### config.mk
export PLATFORM = sky130hd
export DESIGN_NAME = ipsl_pcie_cfg_arb_flat
export DESIGN_NICKNAME = d
export VERILOG_FILES = /design/src/rtl/ipsl_pcie_cfg_pkg.sv /design/src/rtl/ipsl_pcie_cfg_arb_if.sv /design/src/rtl/ipsl_pcie_cfg_arb_rr.sv /design/src/rtl/ipsl_pcie_cfg_arb.sv /design/src/flat_wrapper.sv
export SDC_FILE = /design/constraint.sdc
export NUM_CORES = 1
export LEC_CHECK = 0
export ABC_AREA = 1
export CORE_MARGIN = 2
export CORE_UTILIZATION = 45
export DETAILED_ROUTE_END_ITERATION = 8
export GPL_TIMING_DRIVEN = 0
export MAX_ROUTING_LAYER = met4
export PLACE_DENSITY = 0.87
export SYNTH_ARGS = -nofsm -noshare
export SYNTH_HDL_FRONTEND = slang
export SYNTH_HIERARCHICAL = 1
export SYNTH_SLANG_ARGS = --single-unit
### constraint.sdc
create_clock -name pclk_div2 -period 4.1 [get_ports pclk_div2]
set_input_delay 0.615 -clock pclk_div2 [delete_from_list [all_inputs] [get_ports pclk_div2]]
set_output_delay 0.615 -clock pclk_div2 [all_outputs]
set_load 0.05 [all_outputs]
### src/rtl/ipsl_pcie_cfg_pkg.sv
// Shared types and constants for the PCIe configuration-request arbiter.
// Holds FSM encodings, the success status code and default parameter values.
package ipsl_pcie_cfg_pkg;

    typedef enum logic [1:0] {
        ST_IDLE  = 2'd0,
        ST_ISSUE = 2'd1,
        ST_WAIT  = 2'd2,
        ST_RESP  = 2'd3
    } arb_state_e;

    localparam logic [2:0]  CPL_STATUS_SC      = 3'b000;
    localparam logic [15:0] TIMEOUT_CYCLES_DEF = 16'd4096;
    localparam logic [7:0]  TAG_INIT_DEF       = 8'h00;

    // One requester's TLP fields, in the order they are presented to the engine.
    typedef struct packed {
        logic        fmt;
        logic        typ;
        logic [3:0]  fbe;
        logic [15:0] des_id;
        logic [9:0]  reg_num;
        logic [31:0] wdata;
    } cfg_req_t;

endpackage

### src/rtl/ipsl_pcie_cfg_arb_if.sv
// Requester-side and transaction-engine-side signals of the config arbiter.
// req_valid[i] is held until req_ready[i]; fields are taken on that edge.
interface ipsl_pcie_cfg_arb_if;
    logic [1:0]  req_valid;
    logic [1:0]  req_fmt;
    logic [1:0]  req_type;
    logic [7:0]  req_fbe;
    logic [31:0] req_des_id;
    logic [19:0] req_reg_num;
    logic [63:0] req_wdata;
    logic [1:0]  req_ready;
    logic [1:0]  rsp_valid;
    logic [2:0]  rsp_status;
    logic [31:0] rsp_rdata;
    logic        rsp_timeout;
    logic        pcie_cfg_fmt;
    logic        pcie_cfg_type;
    logic [7:0]  pcie_cfg_tag;
    logic [3:0]  pcie_cfg_fbe;
    logic [15:0] pcie_cfg_des_id;
    logic [9:0]  pcie_cfg_reg_num;
    logic [31:0] pcie_cfg_tx_data;
    logic        tx_en;
    logic        pcie_cfg_cpl_rcv;
    logic [2:0]  pcie_cfg_cpl_status;
    logic [31:0] pcie_cfg_rx_data;
    logic        stray_cpl;

    modport slave (
        input  req_valid, req_fmt, req_type, req_fbe, req_des_id, req_reg_num, req_wdata,
        input  pcie_cfg_cpl_rcv, pcie_cfg_cpl_status, pcie_cfg_rx_data,
        output req_ready, rsp_valid, rsp_status, rsp_rdata, rsp_timeout,
        output pcie_cfg_fmt, pcie_cfg_type, pcie_cfg_tag, pcie_cfg_fbe, pcie_cfg_des_id,
        output pcie_cfg_reg_num, pcie_cfg_tx_data, tx_en, stray_cpl
    );

    modport master (
        output req_valid, req_fmt, req_type, req_fbe, req_des_id, req_reg_num, req_wdata,
        output pcie_cfg_cpl_rcv, pcie_cfg_cpl_status, pcie_cfg_rx_data,
        input  req_ready, rsp_valid, rsp_status, rsp_rdata, rsp_timeout,
        input  pcie_cfg_fmt, pcie_cfg_type, pcie_cfg_tag, pcie_cfg_fbe, pcie_cfg_des_id,
        input  pcie_cfg_reg_num, pcie_cfg_tx_data, tx_en, stray_cpl
    );
endinterface

### src/rtl/ipsl_pcie_cfg_arb_rr.sv
// Two-way round-robin pick: a lone requester wins, on contention the one
// not granted last wins. last_grant_i = 1 means requester 1 won last time.
module ipsl_pcie_cfg_arb_rr (
    input  logic [1:0] req_valid_i,
    input  logic       last_grant_i,
    output logic [1:0] grant_o
);
    always_comb begin
        grant_o = 2'b00;
        case (req_valid_i)
            2'b01:   grant_o = 2'b01;
            2'b10:   grant_o = 2'b10;
            2'b11:   grant_o = last_grant_i ? 2'b01 : 2'b10;
            default: grant_o = 2'b00;
        endcase
    end
endmodule

### src/rtl/ipsl_pcie_cfg_arb.sv
// Arbitrates two config-request sources onto one PCIe config transaction
// engine, one request outstanding at a time, with completion timeout.
module ipsl_pcie_cfg_arb
    import ipsl_pcie_cfg_pkg::*;
#(
    parameter logic [15:0] TIMEOUT_CYCLES = TIMEOUT_CYCLES_DEF,
    parameter logic [7:0]  TAG_INIT       = TAG_INIT_DEF
) (
    input  logic                      pclk_div2,
    input  logic                      apb_rst_n,
    input  logic                      arb_en,
    ipsl_pcie_cfg_arb_if.slave        bus,
    output arb_state_e                state_dbg_o
);
    arb_state_e  state_q, state_d;
    logic        last_q;
    logic [7:0]  tag_q;
    logic [15:0] cnt_q;
    logic [1:0]  grant_q;
    cfg_req_t    tlp_q;
    logic [2:0]  rsp_status_q;
    logic [31:0] rsp_rdata_q;
    logic        rsp_timeout_q;
    logic        stray_q;
    logic [1:0]  rr_grant;
    logic        take;
    logic        sel;
    cfg_req_t    req_sel;

    ipsl_pcie_cfg_arb_rr u_rr (
        .req_valid_i  (bus.req_valid),
        .last_grant_i (last_q),
        .grant_o      (rr_grant)
    );

    assign sel = rr_grant[1];

    always_comb begin
        req_sel.fmt     = bus.req_fmt[sel];
        req_sel.typ     = bus.req_type[sel];
        req_sel.fbe     = sel ? bus.req_fbe[7:4]        : bus.req_fbe[3:0];
        req_sel.des_id  = sel ? bus.req_des_id[31:16]   : bus.req_des_id[15:0];
        req_sel.reg_num = sel ? bus.req_reg_num[19:10]  : bus.req_reg_num[9:0];
        req_sel.wdata   = sel ? bus.req_wdata[63:32]    : bus.req_wdata[31:0];
    end

    // Nothing is accepted while reset is held, even though the FSM sits in IDLE.
    always_comb begin
        state_d = state_q;
        take    = 1'b0;
        case (state_q)
            ST_IDLE: begin
                if (apb_rst_n && arb_en && (bus.req_valid != 2'b00)) begin
                    take    = 1'b1;
                    state_d = ST_ISSUE;
                end
            end
            ST_ISSUE: state_d = ST_WAIT;
            ST_WAIT: begin
                if (bus.pcie_cfg_cpl_rcv || (cnt_q == TIMEOUT_CYCLES - 16'd1)) begin
                    state_d = ST_RESP;
                end
            end
            ST_RESP: state_d = ST_IDLE;
            default: state_d = ST_IDLE;
        endcase
    end

    always_ff @(posedge pclk_div2) begin
        if (!apb_rst_n) begin
            state_q       <= ST_IDLE;
            last_q        <= 1'b1;
            tag_q         <= TAG_INIT;
            cnt_q         <= '0;
            grant_q       <= '0;
            tlp_q         <= '0;
            rsp_status_q  <= CPL_STATUS_SC;
            rsp_rdata_q   <= '0;
            rsp_timeout_q <= 1'b0;
            stray_q       <= 1'b0;
        end else begin
            state_q <= state_d;
            stray_q <= bus.pcie_cfg_cpl_rcv && (state_q != ST_WAIT);
            if (take) begin
                tlp_q   <= req_sel;
                grant_q <= rr_grant;
                last_q  <= rr_grant[1];
            end
            if (state_q == ST_ISSUE) begin
                tag_q <= tag_q + 8'd1;
                cnt_q <= '0;
            end else if (state_q == ST_WAIT) begin
                cnt_q <= cnt_q + 16'd1;
            end
            // A completion arriving on the expiry cycle still counts as a completion.
            if ((state_q == ST_WAIT) && (state_d == ST_RESP)) begin
                if (bus.pcie_cfg_cpl_rcv) begin
                    rsp_status_q  <= bus.pcie_cfg_cpl_status;
                    rsp_rdata_q   <= bus.pcie_cfg_rx_data;
                    rsp_timeout_q <= 1'b0;
                end else begin
                    rsp_status_q  <= CPL_STATUS_SC;
                    rsp_rdata_q   <= '0;
                    rsp_timeout_q <= 1'b1;
                end
            end
        end
    end

    assign bus.req_ready        = take ? rr_grant : 2'b00;
    assign bus.tx_en            = (state_q == ST_ISSUE);
    assign bus.rsp_valid        = (state_q == ST_RESP) ? grant_q : 2'b00;
    assign bus.rsp_timeout      = (state_q == ST_RESP) && rsp_timeout_q;
    assign bus.rsp_status       = rsp_status_q;
    assign bus.rsp_rdata        = rsp_rdata_q;
    assign bus.pcie_cfg_fmt     = tlp_q.fmt;
    assign bus.pcie_cfg_type    = tlp_q.typ;
    assign bus.pcie_cfg_tag     = tag_q;
    assign bus.pcie_cfg_fbe     = tlp_q.fbe;
    assign bus.pcie_cfg_des_id  = tlp_q.des_id;
    assign bus.pcie_cfg_reg_num = tlp_q.reg_num;
    assign bus.pcie_cfg_tx_data = tlp_q.wdata;
    assign bus.stray_cpl        = stray_q;
    assign state_dbg_o          = state_q;
endmodule

### src/flat_wrapper.sv
// flat-port wrapper written by rule: the top's interface ports become plain ports
module ipsl_pcie_cfg_arb_flat import ipsl_pcie_cfg_pkg::*;
#(
    parameter logic [15:0] TIMEOUT_CYCLES = TIMEOUT_CYCLES_DEF,
    parameter logic [7:0]  TAG_INIT       = TAG_INIT_DEF
)
  (pclk_div2, apb_rst_n, arb_en, state_dbg_o, bus_req_valid, bus_req_fmt, bus_req_type, bus_req_fbe, bus_req_des_id, bus_req_reg_num, bus_req_wdata, bus_pcie_cfg_cpl_rcv, bus_pcie_cfg_cpl_status, bus_pcie_cfg_rx_data, bus_req_ready, bus_rsp_valid, bus_rsp_status, bus_rsp_rdata, bus_rsp_timeout, bus_pcie_cfg_fmt, bus_pcie_cfg_type, bus_pcie_cfg_tag, bus_pcie_cfg_fbe, bus_pcie_cfg_des_id, bus_pcie_cfg_reg_num, bus_pcie_cfg_tx_data, bus_tx_en, bus_stray_cpl);
  ipsl_pcie_cfg_arb_if bus_i ();
  input  logic pclk_div2;
  input  logic apb_rst_n;
  input  logic arb_en;
  output arb_state_e state_dbg_o;
  input wire logic [$bits(bus_i.req_valid)-1:0] bus_req_valid;
  input wire logic [$bits(bus_i.req_fmt)-1:0] bus_req_fmt;
  input wire logic [$bits(bus_i.req_type)-1:0] bus_req_type;
  input wire logic [$bits(bus_i.req_fbe)-1:0] bus_req_fbe;
  input wire logic [$bits(bus_i.req_des_id)-1:0] bus_req_des_id;
  input wire logic [$bits(bus_i.req_reg_num)-1:0] bus_req_reg_num;
  input wire logic [$bits(bus_i.req_wdata)-1:0] bus_req_wdata;
  input wire logic [$bits(bus_i.pcie_cfg_cpl_rcv)-1:0] bus_pcie_cfg_cpl_rcv;
  input wire logic [$bits(bus_i.pcie_cfg_cpl_status)-1:0] bus_pcie_cfg_cpl_status;
  input wire logic [$bits(bus_i.pcie_cfg_rx_data)-1:0] bus_pcie_cfg_rx_data;
  output wire logic [$bits(bus_i.req_ready)-1:0] bus_req_ready;
  output wire logic [$bits(bus_i.rsp_valid)-1:0] bus_rsp_valid;
  output wire logic [$bits(bus_i.rsp_status)-1:0] bus_rsp_status;
  output wire logic [$bits(bus_i.rsp_rdata)-1:0] bus_rsp_rdata;
  output wire logic [$bits(bus_i.rsp_timeout)-1:0] bus_rsp_timeout;
  output wire logic [$bits(bus_i.pcie_cfg_fmt)-1:0] bus_pcie_cfg_fmt;
  output wire logic [$bits(bus_i.pcie_cfg_type)-1:0] bus_pcie_cfg_type;
  output wire logic [$bits(bus_i.pcie_cfg_tag)-1:0] bus_pcie_cfg_tag;
  output wire logic [$bits(bus_i.pcie_cfg_fbe)-1:0] bus_pcie_cfg_fbe;
  output wire logic [$bits(bus_i.pcie_cfg_des_id)-1:0] bus_pcie_cfg_des_id;
  output wire logic [$bits(bus_i.pcie_cfg_reg_num)-1:0] bus_pcie_cfg_reg_num;
  output wire logic [$bits(bus_i.pcie_cfg_tx_data)-1:0] bus_pcie_cfg_tx_data;
  output wire logic [$bits(bus_i.tx_en)-1:0] bus_tx_en;
  output wire logic [$bits(bus_i.stray_cpl)-1:0] bus_stray_cpl;
  assign bus_i.req_valid = bus_req_valid;
  assign bus_i.req_fmt = bus_req_fmt;
  assign bus_i.req_type = bus_req_type;
  assign bus_i.req_fbe = bus_req_fbe;
  assign bus_i.req_des_id = bus_req_des_id;
  assign bus_i.req_reg_num = bus_req_reg_num;
  assign bus_i.req_wdata = bus_req_wdata;
  assign bus_i.pcie_cfg_cpl_rcv = bus_pcie_cfg_cpl_rcv;
  assign bus_i.pcie_cfg_cpl_status = bus_pcie_cfg_cpl_status;
  assign bus_i.pcie_cfg_rx_data = bus_pcie_cfg_rx_data;
  assign bus_req_ready = bus_i.req_ready;
  assign bus_rsp_valid = bus_i.rsp_valid;
  assign bus_rsp_status = bus_i.rsp_status;
  assign bus_rsp_rdata = bus_i.rsp_rdata;
  assign bus_rsp_timeout = bus_i.rsp_timeout;
  assign bus_pcie_cfg_fmt = bus_i.pcie_cfg_fmt;
  assign bus_pcie_cfg_type = bus_i.pcie_cfg_type;
  assign bus_pcie_cfg_tag = bus_i.pcie_cfg_tag;
  assign bus_pcie_cfg_fbe = bus_i.pcie_cfg_fbe;
  assign bus_pcie_cfg_des_id = bus_i.pcie_cfg_des_id;
  assign bus_pcie_cfg_reg_num = bus_i.pcie_cfg_reg_num;
  assign bus_pcie_cfg_tx_data = bus_i.pcie_cfg_tx_data;
  assign bus_tx_en = bus_i.tx_en;
  assign bus_stray_cpl = bus_i.stray_cpl;
  ipsl_pcie_cfg_arb #(.TIMEOUT_CYCLES(TIMEOUT_CYCLES), .TAG_INIT(TAG_INIT)) u_core (.pclk_div2(pclk_div2), .apb_rst_n(apb_rst_n), .arb_en(arb_en), .bus(bus_i), .state_dbg_o(state_dbg_o));
endmodule
==> flow_metrics.env, run 1 <==
export IMPL_run_status="completed"
export IMPL_wire_per_inst_um=15.2
export IMPL_grt_ovfl_total=0
export IMPL_critPathSlowestCell="clkdlybuf4s50_1"
export IMPL_dieArea_um2=14400
export IMPL_cp_buffers_inverters=6
export IMPL_core_area_um2=13200
export IMPL_seqPwrFrac_pct=36.3
export IMPL_die_x_um=120
export IMPL_p_sw_mw=1.11
export IMPL_fillCellCount=1006
export IMPL_synth_cells=882
export IMPL_antenna_cells=0
export IMPL_fmax_ghz=0.259
export IMPL_cts_resized=0
export IMPL_hpwl_um=15300
export IMPL_ir_worst_vdd_mv=0.289
export IMPL_p_int_mw=2.65
export IMPL_power_density_nw_per_um2=388
export IMPL_seq_area_um2=2600
export IMPL_final_setup_viol_count=0
export IMPL_multi_input_area_um2=2730
export IMPL_htreeDepth=4
export IMPL_period_share_pct=94.3
export IMPL_initial_core_util_pct=45.9
export IMPL_wl_um=20900
export IMPL_leakage_nw=4.16
export IMPL_rows=42
export IMPL_critical_path_max_fanout=10
export IMPL_firstDrtPassIters=4
export IMPL_syn_to_final_growth_pct=60.5
export IMPL_ant_nets=0
export IMPL_cp_start_kind="input port"
export IMPL_fin_setup_tns_ps=0
export IMPL_cts_setup_buffers=0
export IMPL_p_comb_share_pct=23.2
export IMPL_io_pins=285
export IMPL_tightest_slew_ps=612
export IMPL_dieHeight_um=120
export IMPL_cap_violations=0
export IMPL_antenna_found_initial=0
export IMPL_avgSynthCellArea_um2=6.86
export IMPL_required_ps=3480
export IMPL_pwr_share_clk_pct=40.6
export IMPL_nets=1361
export IMPL_grt_pass1_wl_um=32400
export IMPL_ys_ff_latch=130
export IMPL_place_ws_ps=17.1
export IMPL_cts_made_buffers=17
export IMPL_cts_root_buf="clkbuf_16"
export IMPL_synth_distinct_cells=27
export IMPL_viasPerCell=5.05
export IMPL_io_buffers=284
export IMPL_setup_ws_ps=235
export IMPL_yosysSeqAreaShare_pct=43.0
export IMPL_drc=0
export IMPL_fin_skew_ps=4.59
export IMPL_clk_pin_slew_ps=50
export IMPL_slew_limit_headroom_pct=59.1
export IMPL_drive_above_1_share_pct=6.59
export IMPL_cts_tree="built"
export IMPL_rsz0062_at_grt="no"
export IMPL_cp_end_kind="output pin"
export IMPL_first_global_vias=6725
export IMPL_cp_top_family="buffers and inverters"
export IMPL_netlist_area_um2=6050
export IMPL_hold_viol_final=0
export IMPL_synth_area_leaders="dfxtp_1 (43%), a21oi_1 (13%), nor2_1 (8.3%), nand2_1 (7.7%), inv_1 (6.8%)"
export IMPL_placed_cell_area_um2=9110
export IMPL_fin_crit_ps=3860
export IMPL_cp_cell_sequence="clkdlybuf4s50_1 > inv_1 > a21oi_1 > clkbuf_1 > clkbuf_2 > nand2_1 > inv_1 > clkdlybuf4s50_1"
export IMPL_switching_share_pct=29.6
export IMPL_clockBufferDepth=2
export IMPL_syn_nets=1058
export IMPL_yosysWarnings=6
export IMPL_clock_sinks=130
export IMPL_synth_top_cell_by_area="dfxtp_1"
export IMPL_final_area_um2=9710
export IMPL_clk_latency_ps=420
export IMPL_slowest_delay_ps=820
export IMPL_place_congestion=0.923
export IMPL_grt_max_degree=17
export IMPL_num_vias=6939
export IMPL_path_class="in -> out"
export IMPL_cts_hold_repair_buffers=0
export IMPL_slew_violations=0
export IMPL_drt_initial_drc_count=470
export IMPL_hp_class="reg -> reg"
export IMPL_synth_top_cell_area_share_pct=43.0
export IMPL_track_usage_pct=29.4
export IMPL_crit_arrival_ps=3250
[sequential cells by signal (all words and copies together), names as in the netlist]
signal,count
u_core/bus.pcie_cfg_fbe,4
u_core/bus.pcie_cfg_des_id,16
u_core/bus.pcie_cfg_tag,8
u_core/last_q,1
u_core/bus.pcie_cfg_reg_num,10
u_core/bus.pcie_cfg_tx_data,32
u_core/bus.stray_cpl,1
u_core/bus.pcie_cfg_fmt,1
u_core/grant_q,2
u_core/cnt_q,16
u_core/state_dbg_o,2
u_core/bus.rsp_status,3
u_core/rsp_timeout_q,1
u_core/bus.pcie_cfg_type,1
u_core/bus.rsp_rdata,32
[logic make-up after synthesis]
family	synth area share, %
buf+inv	11.8
xor+xnor	0.290
flops	43.0
compound gates	22.6
simple gates	20.8
fa+ha+maj	1.45
[layout make-up]
class                      instances  share of cell area (%)
sequential                       130                    26.8
multi-input combinational        579                    28.1
timing repair buffer             284                    29.3
clock buffer                      22                    5.09
inverter                         114                    4.40
buffer                            59                    2.99
clock inverter                    10                    1.08
tap                              176                    2.27
[cells in the final DEF, fill, tap and decap left out, types with 24 or more instances in the layout]
cell type / count
a21oi_1: 158
clkbuf_1: 37
clkdlybuf4s50_1: 284
dfxtp_1: 130
inv_1: 109
nand2_1: 124
nand3_1: 38
nor2_1: 133
o21ai_0: 53
o21ai_1: 24
[power groups by stage]
| stage | registers, mW | clock network, mW | logic [mW] |
|---|---|---|---|
| after global placement | 1.39 | 0 | 0.853 |
| final | 1.37 | 1.53 | 0.872 |
| after global routing | 1.37 | 1.60 | 0.929 |
| after floorplan | 1.60 | 0 | 0.281 |
| after detailed placement | 1.39 | 0 | 0.860 |
| after CTS | 1.37 | 1.54 | 0.867 |
[metrics by stage]
step           power (mW)  util, %  std cells  hold WS [ps]
2_1_floorplan        1.88        -        882           443
3_3_place_gp         2.24     69.1       1342           454
3_5_place_dp         2.25     69.1       1342           468
4_1_cts              3.77     73.6       1374           478
5_1_grt              3.90     73.6       1374           498
6_report             3.76     73.6       1374           478
[Yosys cell counts (all sizes together)]
| library cell | n |
|---|---|
| o21a | 1 |
| o21ai | 77 |
| nand3 | 38 |
| nor2 | 134 |
| ha | 7 |
| nor3b | 1 |
| buf | 22 |
| inv | 114 |
| xnor2 | 1 |
| a21oi | 178 |
| dfxtp | 130 |
| nand2 | 127 |
| nor3 | 10 |
| clkbuf | 37 |
| nand4 | 3 |
| xor2 | 1 |
| a31oi | 1 |
[metal layers]
| metal | share of wire, % | GRT usage (%) | wire (um) |
|---|---|---|---|
| met1 | 40 | 33.0 | 8410 |
| met2 | 49 | 49.0 | 10200 |
| met3 | 8.0 | 9.55 | 1680 |
| met4 | 2.7 | 10.8 | 573 |
| met5 | 0 | - | 0 |
[worst paths after layout]
kind / from / end / slack, ps / cells after the start
setup / recovery: bus_req_valid[1] / bus_req_ready[1] / 240 / 8
hold / removal: u_core/cnt_q[4] / u_core/cnt_q[4] / 480 / 1
setup reg to reg: u_core/last_q / u_core/bus.pcie_cfg_reg_num[2] / 2050 / 6
hold reg to reg: u_core/cnt_q[4] / u_core/cnt_q[4] / 480 / 1
(Power assumes the default switching activity.)
==> inputs of run 2 (changes only) <==
--- a/config.mk
+++ b/config.mk
@@ -5,13 +5,13 @@
 export SDC_FILE = /design/constraint.sdc
 export NUM_CORES = 1
 export LEC_CHECK = 0
-export ABC_AREA = 1
 export CORE_MARGIN = 2
-export CORE_UTILIZATION = 45
+export CORE_UTILIZATION = 50
 export DETAILED_ROUTE_END_ITERATION = 8
+export DONT_BUFFER_PORTS = 1
 export GPL_TIMING_DRIVEN = 0
 export MAX_ROUTING_LAYER = met4
-export PLACE_DENSITY = 0.87
+export SKIP_CTS_REPAIR_TIMING = 1
 export SYNTH_ARGS = -nofsm -noshare
 export SYNTH_HDL_FRONTEND = slang
 export SYNTH_HIERARCHICAL = 1
==> run 2 against run 1 <==
Against the previous run: worst setup slack gained 710 ps; power decreased by 13%; synthesized area down 3.5%; sequential power increased by 15%; final area decreased by 32%; non-clock buffer count fell by 297; highest routed layer unchanged.
==> flow_metrics.env, run 2 <==
export IMPL_run_status="completed"
export IMPL_leakage_nw=3.34
export IMPL_wl_met1_um=5950
export IMPL_wl_um=15100
export IMPL_path_class="reg -> out"
export IMPL_wl_met2_um=7490
export IMPL_power_density_nw_per_um2=499
export IMPL_track_usage_pct=24.0
export IMPL_synthFlopType="dfxtp_1"
export IMPL_holdPathEnd="u_core/bus.rsp_rdata[1]"
export IMPL_ant_nets=0
export IMPL_hold_ws_ps=341
export IMPL_wire_per_inst_um=19.4
export IMPL_antenna_found_initial=0
export IMPL_rrSetupSlack_ps=1300
export IMPL_firstDrtPassIters=4
export IMPL_synth_async_reset_ratio_pct=0
export IMPL_rsz0062_at_grt="no"
export IMPL_ir_worst_vdd_mv=0.340
export IMPL_synth_edf_count=0
export IMPL_clk_pin_slew_ps=60
export IMPL_grt_ovfl_total=0
export IMPL_yosysWarnings=6
export IMPL_layout_common_cells="nand2_1 (146), dfxtp_1 (130), mux2i_1 (102)"
export IMPL_hold_depth=2
export IMPL_final_area_um2=6580
export IMPL_final_common_cell="nand2_1"
export IMPL_synth_distinct_cells=40
export IMPL_clockBufferDepth=2
export IMPL_cts_tree="built"
export IMPL_r2r_cells=6
export IMPL_nets=799
export IMPL_setup_ws_ps=944
export IMPL_cap_violations=0
export IMPL_synth_top_cell_by_area="dfxtp_1"
export IMPL_num_vias=4439
export IMPL_hp_class="in -> reg"
export IMPL_period_share_pct=77.0
export IMPL_avgSynthCellArea_um2=9.67
export IMPL_fin_setup_tns_ps=0
export IMPL_fin_skew_ps=12.3
export IMPL_dp_cells=747
export IMPL_viasPerCell=5.71
export IMPL_drt_initial_drc_count=263
export IMPL_dieArea_um2=12600
export IMPL_hpwl_um=11500
export IMPL_drive_above_1_share_pct=7.24
export IMPL_dieHeight_um=112
export IMPL_netlist_area_um2=5840
export IMPL_wl_met3_um=1230
export IMPL_final_setup_viol_count=0
export IMPL_htreeDepth=4
export IMPL_antenna_cells=0
export IMPL_synth_area_mux_share_pct=17.5
export IMPL_critical_path_max_fanout=10
export IMPL_synth_xor_xnor_area_share_pct=2.40
export IMPL_synth_compound_area_share_pct=13.7
export IMPL_crit_arrival_ps=2540
export IMPL_core_area_um2=11400
export IMPL_first_global_vias=4446
export IMPL_rows=39
export IMPL_synthAdderAreaFrac_pct=1.50
export IMPL_final_cells=778
export IMPL_syn_nets=780
export IMPL_die_x_um=112
export IMPL_grt_max_degree=17
export IMPL_tightest_slew_ps=759
export IMPL_synthTopCellsByCount="nand2_1 (146), dfxtp_1 (130), mux2i_1 (102), o211a_1 (65), clkbuf_1 (31)"
export IMPL_yosysSeqAreaShare_pct=44.6
export IMPL_grt_pass1_wl_um=22900
export IMPL_crit_reg2reg_capture="u_core/cnt_q[9]"
export IMPL_rr_startpoint="u_core/state_dbg_o[0]"
export IMPL_fmax_ghz=0.317
export IMPL_syn_to_final_growth_pct=12.7
export IMPL_drc=0
export IMPL_place_ws_ps=1050
export IMPL_hold_viol_final=0
export IMPL_yosys_area_share_simple_pct=15.7
export IMPL_cp_start_kind="flip-flop"
export IMPL_io_buffers=0
export IMPL_cts_made_buffers=17
export IMPL_slew_violations=0
export IMPL_cts_root_buf="clkbuf_16"
export IMPL_clk_latency_ps=410
export IMPL_synth_top_cell_area_share_pct=44.6
export IMPL_slew_limit_headroom_pct=49.4
export IMPL_required_ps=3480
export IMPL_total_power_mw=3.28
export IMPL_cp_end_kind="output pin"
export IMPL_placed_cell_area_um2=6020
export IMPL_synth_cells=604
export IMPL_synth_top_family_by_area="multiplexers"
export IMPL_ys_ff_latch=130
export IMPL_initial_core_util_pct=51.2
export IMPL_highest_signal_layer="met4"
export IMPL_clock_sinks=130
export IMPL_io_pins=285
export IMPL_final_core_util_pct=57.6
export IMPL_worstHoldStart="bus_pcie_cfg_rx_data[1]"
export IMPL_place_congestion=0.811
export IMPL_synth_area_leaders="dfxtp_1 (45%), mux2i_1 (17%), o211a_1 (11%), nand2_1 (9.4%), clkbuf_1 (2.0%)"
export IMPL_post_synth_top_count_cell="nand2_1"
export IMPL_fin_crit_ps=3160
==> run 2: cell count changes after synthesis, sizes merged, moves of 12 or more <==
cell   delta
a21oi   -174
nor2    -121
inv     -106
mux2i   +102
o21ai    -72
o211a    +65
nand3    -33
nand2    +19
and2     +12
==> run 2: cells by family (layout without fill, tap and decap cells) <==
group | Yosys count | in the layout
muxes | 102 | 102
AOI/OAI and AO/OA | 87 | 87
buffers and inverters | 54 | 85
adders and majority gates | 7 | 7
xor gates and xnor gates | 16 | 16
DFF | 130 | 130
and+or+nand+nor | 208 | 208
==> run 2: power breakdown <==
group	switching [mW]	internal, mW
Combinational	0.156	0.115
Clock	0.537	0.903
Sequential	0.250	1.32
==> run 2: worst max path at each step <==
stage / end / start
after floorplan: bus_req_ready[1] / bus_req_valid[1]
after global placement: bus_req_ready[1] / bus_req_valid[1]
after detailed placement: bus_req_ready[1] / bus_req_valid[1]
after CTS: bus_req_ready[1] / u_core/last_q
after global routing: bus_req_ready[1] / u_core/last_q
final: bus_req_ready[1] / u_core/last_q
==> run 2: layer usage <==
| layer | GRT usage [%] | vias to the layer above |
|---|---|---|
| met4 | 10.3 | 0 |
| met1 | 26.4 | 2083 |
| met5 | - | - |
| li1 | - | 2144 |
| met2 | 39.9 | 186 |
| met3 | 7.72 | 26 |
==> run 2: area by class of cell <==
cell class / count / area (um2)
tap: 143 / 179
buffer: 46 / 243
multi-input combinational: 420 / 2970
fill: 1031 / 4840
sequential: 130 / 2600
clock inverter: 10 / 111
clock buffer: 21 / 450
inverter: 8 / 30.0
==> run 2: worst max-delay path, cell delays in order (launching register included) <==
cell      delay, ps
dfxtp_1         330
a21boi_0        280
clkbuf_1        620
buf_2           450
nand2_1         190
inv_2           260
==> inputs of run 3 (changes only) <==
--- a/config.mk
+++ b/config.mk
@@ -11,6 +11,7 @@
 export DONT_BUFFER_PORTS = 1
 export GPL_TIMING_DRIVEN = 0
 export MAX_ROUTING_LAYER = met4
+export PLACE_DENSITY = 0.68
 export SKIP_CTS_REPAIR_TIMING = 1
 export SYNTH_ARGS = -nofsm -noshare
 export SYNTH_HDL_FRONTEND = slang
==> constraint.sdc (replaced) <==
create_clock -name pclk_div2 -period 2.9 [get_ports pclk_div2]
set_input_delay 0.435 -clock pclk_div2 [delete_from_list [all_inputs] [get_ports pclk_div2]]
set_output_delay 0.435 -clock pclk_div2 [all_outputs]
set_load 0.05 [all_outputs]
==> run 3 against run 2 <==
Against the previous run: cell count stayed put; non-clock buffer count unchanged; critical path depth is the same; via count increased by 0.72%; power increased by 43%; combinational power rose by 44%; critical endpoint unchanged; flip-flop and latch count did not move; sequential power up 41%.
==> flow_metrics.env, run 3 (same netlist as run 2, synthesis figures left out) <==
export IMPL_wl_met1_um=5690
export IMPL_p_int_mw=3.35
export IMPL_fmax_ghz=0.361
export IMPL_num_vias=4471
export IMPL_rsz0062_at_grt="no"
export IMPL_nets=799
export IMPL_final_setup_viol_count=0
export IMPL_grt_ovfl_total=0
export IMPL_grt_max_degree=17
export IMPL_crit_arrival_ps=2340
export IMPL_dieArea_um2=12600
export IMPL_track_usage_pct=24.1
export IMPL_cts_root_buf="clkbuf_16"
export IMPL_path_class="reg -> out"
export IMPL_cp_start_kind="flip-flop"
export IMPL_place_congestion=0.811
export IMPL_dieHeight_um=112
export IMPL_core_area_um2=11400
export IMPL_seq_area_um2=2600
export IMPL_clock_sinks=130
export IMPL_highest_signal_layer="met4"
export IMPL_power_density_nw_per_um2=713
export IMPL_cts_made_buffers=17
export IMPL_drc=0
export IMPL_antenna_found_initial=0
export IMPL_switching_share_pct=28.9
export IMPL_required_ps=2470
export IMPL_grt_pass1_wl_um=23300
export IMPL_multi_input_area_um2=2970
export IMPL_initial_core_util_pct=51.2
export IMPL_antenna_cells=0
export IMPL_r2r_cells=7
export IMPL_wl_met3_um=1310
export IMPL_slew_violations=0
export IMPL_period_share_pct=95.6
export IMPL_wire_per_inst_um=19.6
export IMPL_rows=39
export IMPL_hold_viol_final=0
export IMPL_layout_common_cells="nand2_1 (146), dfxtp_1 (129), mux2i_1 (102)"
export IMPL_first_global_vias=4692
export IMPL_worstHoldStart="bus_pcie_cfg_rx_data[22]"
export IMPL_viasPerCell=5.75
export IMPL_die_x_um=112
export IMPL_p_sw_mw=1.36
export IMPL_ant_nets=0
export IMPL_wl_met2_um=7960
export IMPL_hpwl_um=11500
export IMPL_hp_class="in -> reg"
export IMPL_seqPwrFrac_pct=47.2
export IMPL_ir_worst_vdd_mv=0.400
export IMPL_cts_tree="built"
export IMPL_hold_depth=2
export IMPL_syn_to_final_growth_pct=13.2
export IMPL_clk_latency_ps=410
export IMPL_p_comb_share_pct=8.3
export IMPL_final_common_cell="nand2_1"
export IMPL_drt_initial_drc_count=228
export IMPL_slew_limit_headroom_pct=55.4
export IMPL_fin_skew_ps=6.16
export IMPL_io_pins=285
export IMPL_hold_ws_ps=166
export IMPL_tightest_slew_ps=669
export IMPL_clk_pin_slew_ps=60
export IMPL_worstSetupStartpoint="u_core/last_q"
export IMPL_drive_above_1_share_pct=8.19
export IMPL_wl_um=15200
export IMPL_rr_startpoint="u_core/state_dbg_o[1]"
export IMPL_clockBufferDepth=2
export IMPL_leakage_nw=3.36
export IMPL_htreeDepth=4
export IMPL_critical_path_max_fanout=10
export IMPL_fillCellCount=1020
export IMPL_fin_crit_ps=2770
export IMPL_cp_end_kind="output pin"
export IMPL_run_status="completed"
export IMPL_io_buffers=0
export IMPL_pwr_share_clk_pct=44.5
export IMPL_cap_violations=0
export IMPL_firstDrtPassIters=7
export IMPL_fin_setup_tns_ps=0
==> run 3: cell count changes in the layout (fill, tap and decap cells not counted) <==
cell	delta
ha_1	-1
clkinv_2	-3
clkbuf_8	+1
clkbuf_2	+2
dfxtp_1	-1
inv_6	+1
clkinv_4	+3
dfxtp_2	+1
ha_2	+1
clkbuf_1	-4
==> run 3: worst max-delay path: stages (launching register included) <==
cell	delay [ps]
dfxtp_1	340
a21boi_0	340
clkbuf_2	390
buf_2	400
nand2_1	210
inv_2	250
==> run 3: worst paths after layout <==
kind	endpoint	slack [ps]
max	bus_req_ready[1]	130
min	u_core/bus.rsp_rdata[22]	170
max reg2reg	u_core/cnt_q[2]	290
min reg2reg	u_core/grant_q[1]	450
==> run 3: routing by layer <==
metal,GRT usage (%),vias up
li1,-,2142
met1,25.3,2105
met2,42.6,205
met3,7.29,19
met4,9.02,0
met5,-,-
==> run 3: final cells by class <==
cell class / count / share of cell area, %
Multi-Input combinational cell: 420 / 44.9
Sequential cell: 130 / 39.4
Clock buffer: 20 / 6.91
Buffer: 46 / 3.71
Tap cell: 143 / 2.71
Clock inverter: 11 / 1.99
Inverter: 8 / 0.454
==> run 3: power groups by stage <==
stage / clock network [mW] / registers, mW / logic (mW)
after floorplan: 0 / 2.24 / 0.306
after global placement: 0 / 2.26 / 0.374
after detailed placement: 0 / 2.26 / 0.389
after CTS: 2.14 / 2.22 / 0.392
after global routing: 2.22 / 2.23 / 0.430
final: 2.10 / 2.22 / 0.391
==> run 3: metrics by stage <==
step	power, mW	setup slack, ps	util (%)	cells	cell area (um2)
final	4.71	127	57.9	778	6610
after global routing	4.88	4.72	57.9	778	6610
after CTS	4.75	-139	57.9	778	6610
after detailed placement	2.65	53.5	52.7	747	6020
after global placement	2.63	114	52.7	747	6020
after floorplan	2.54	550	-	604	5840
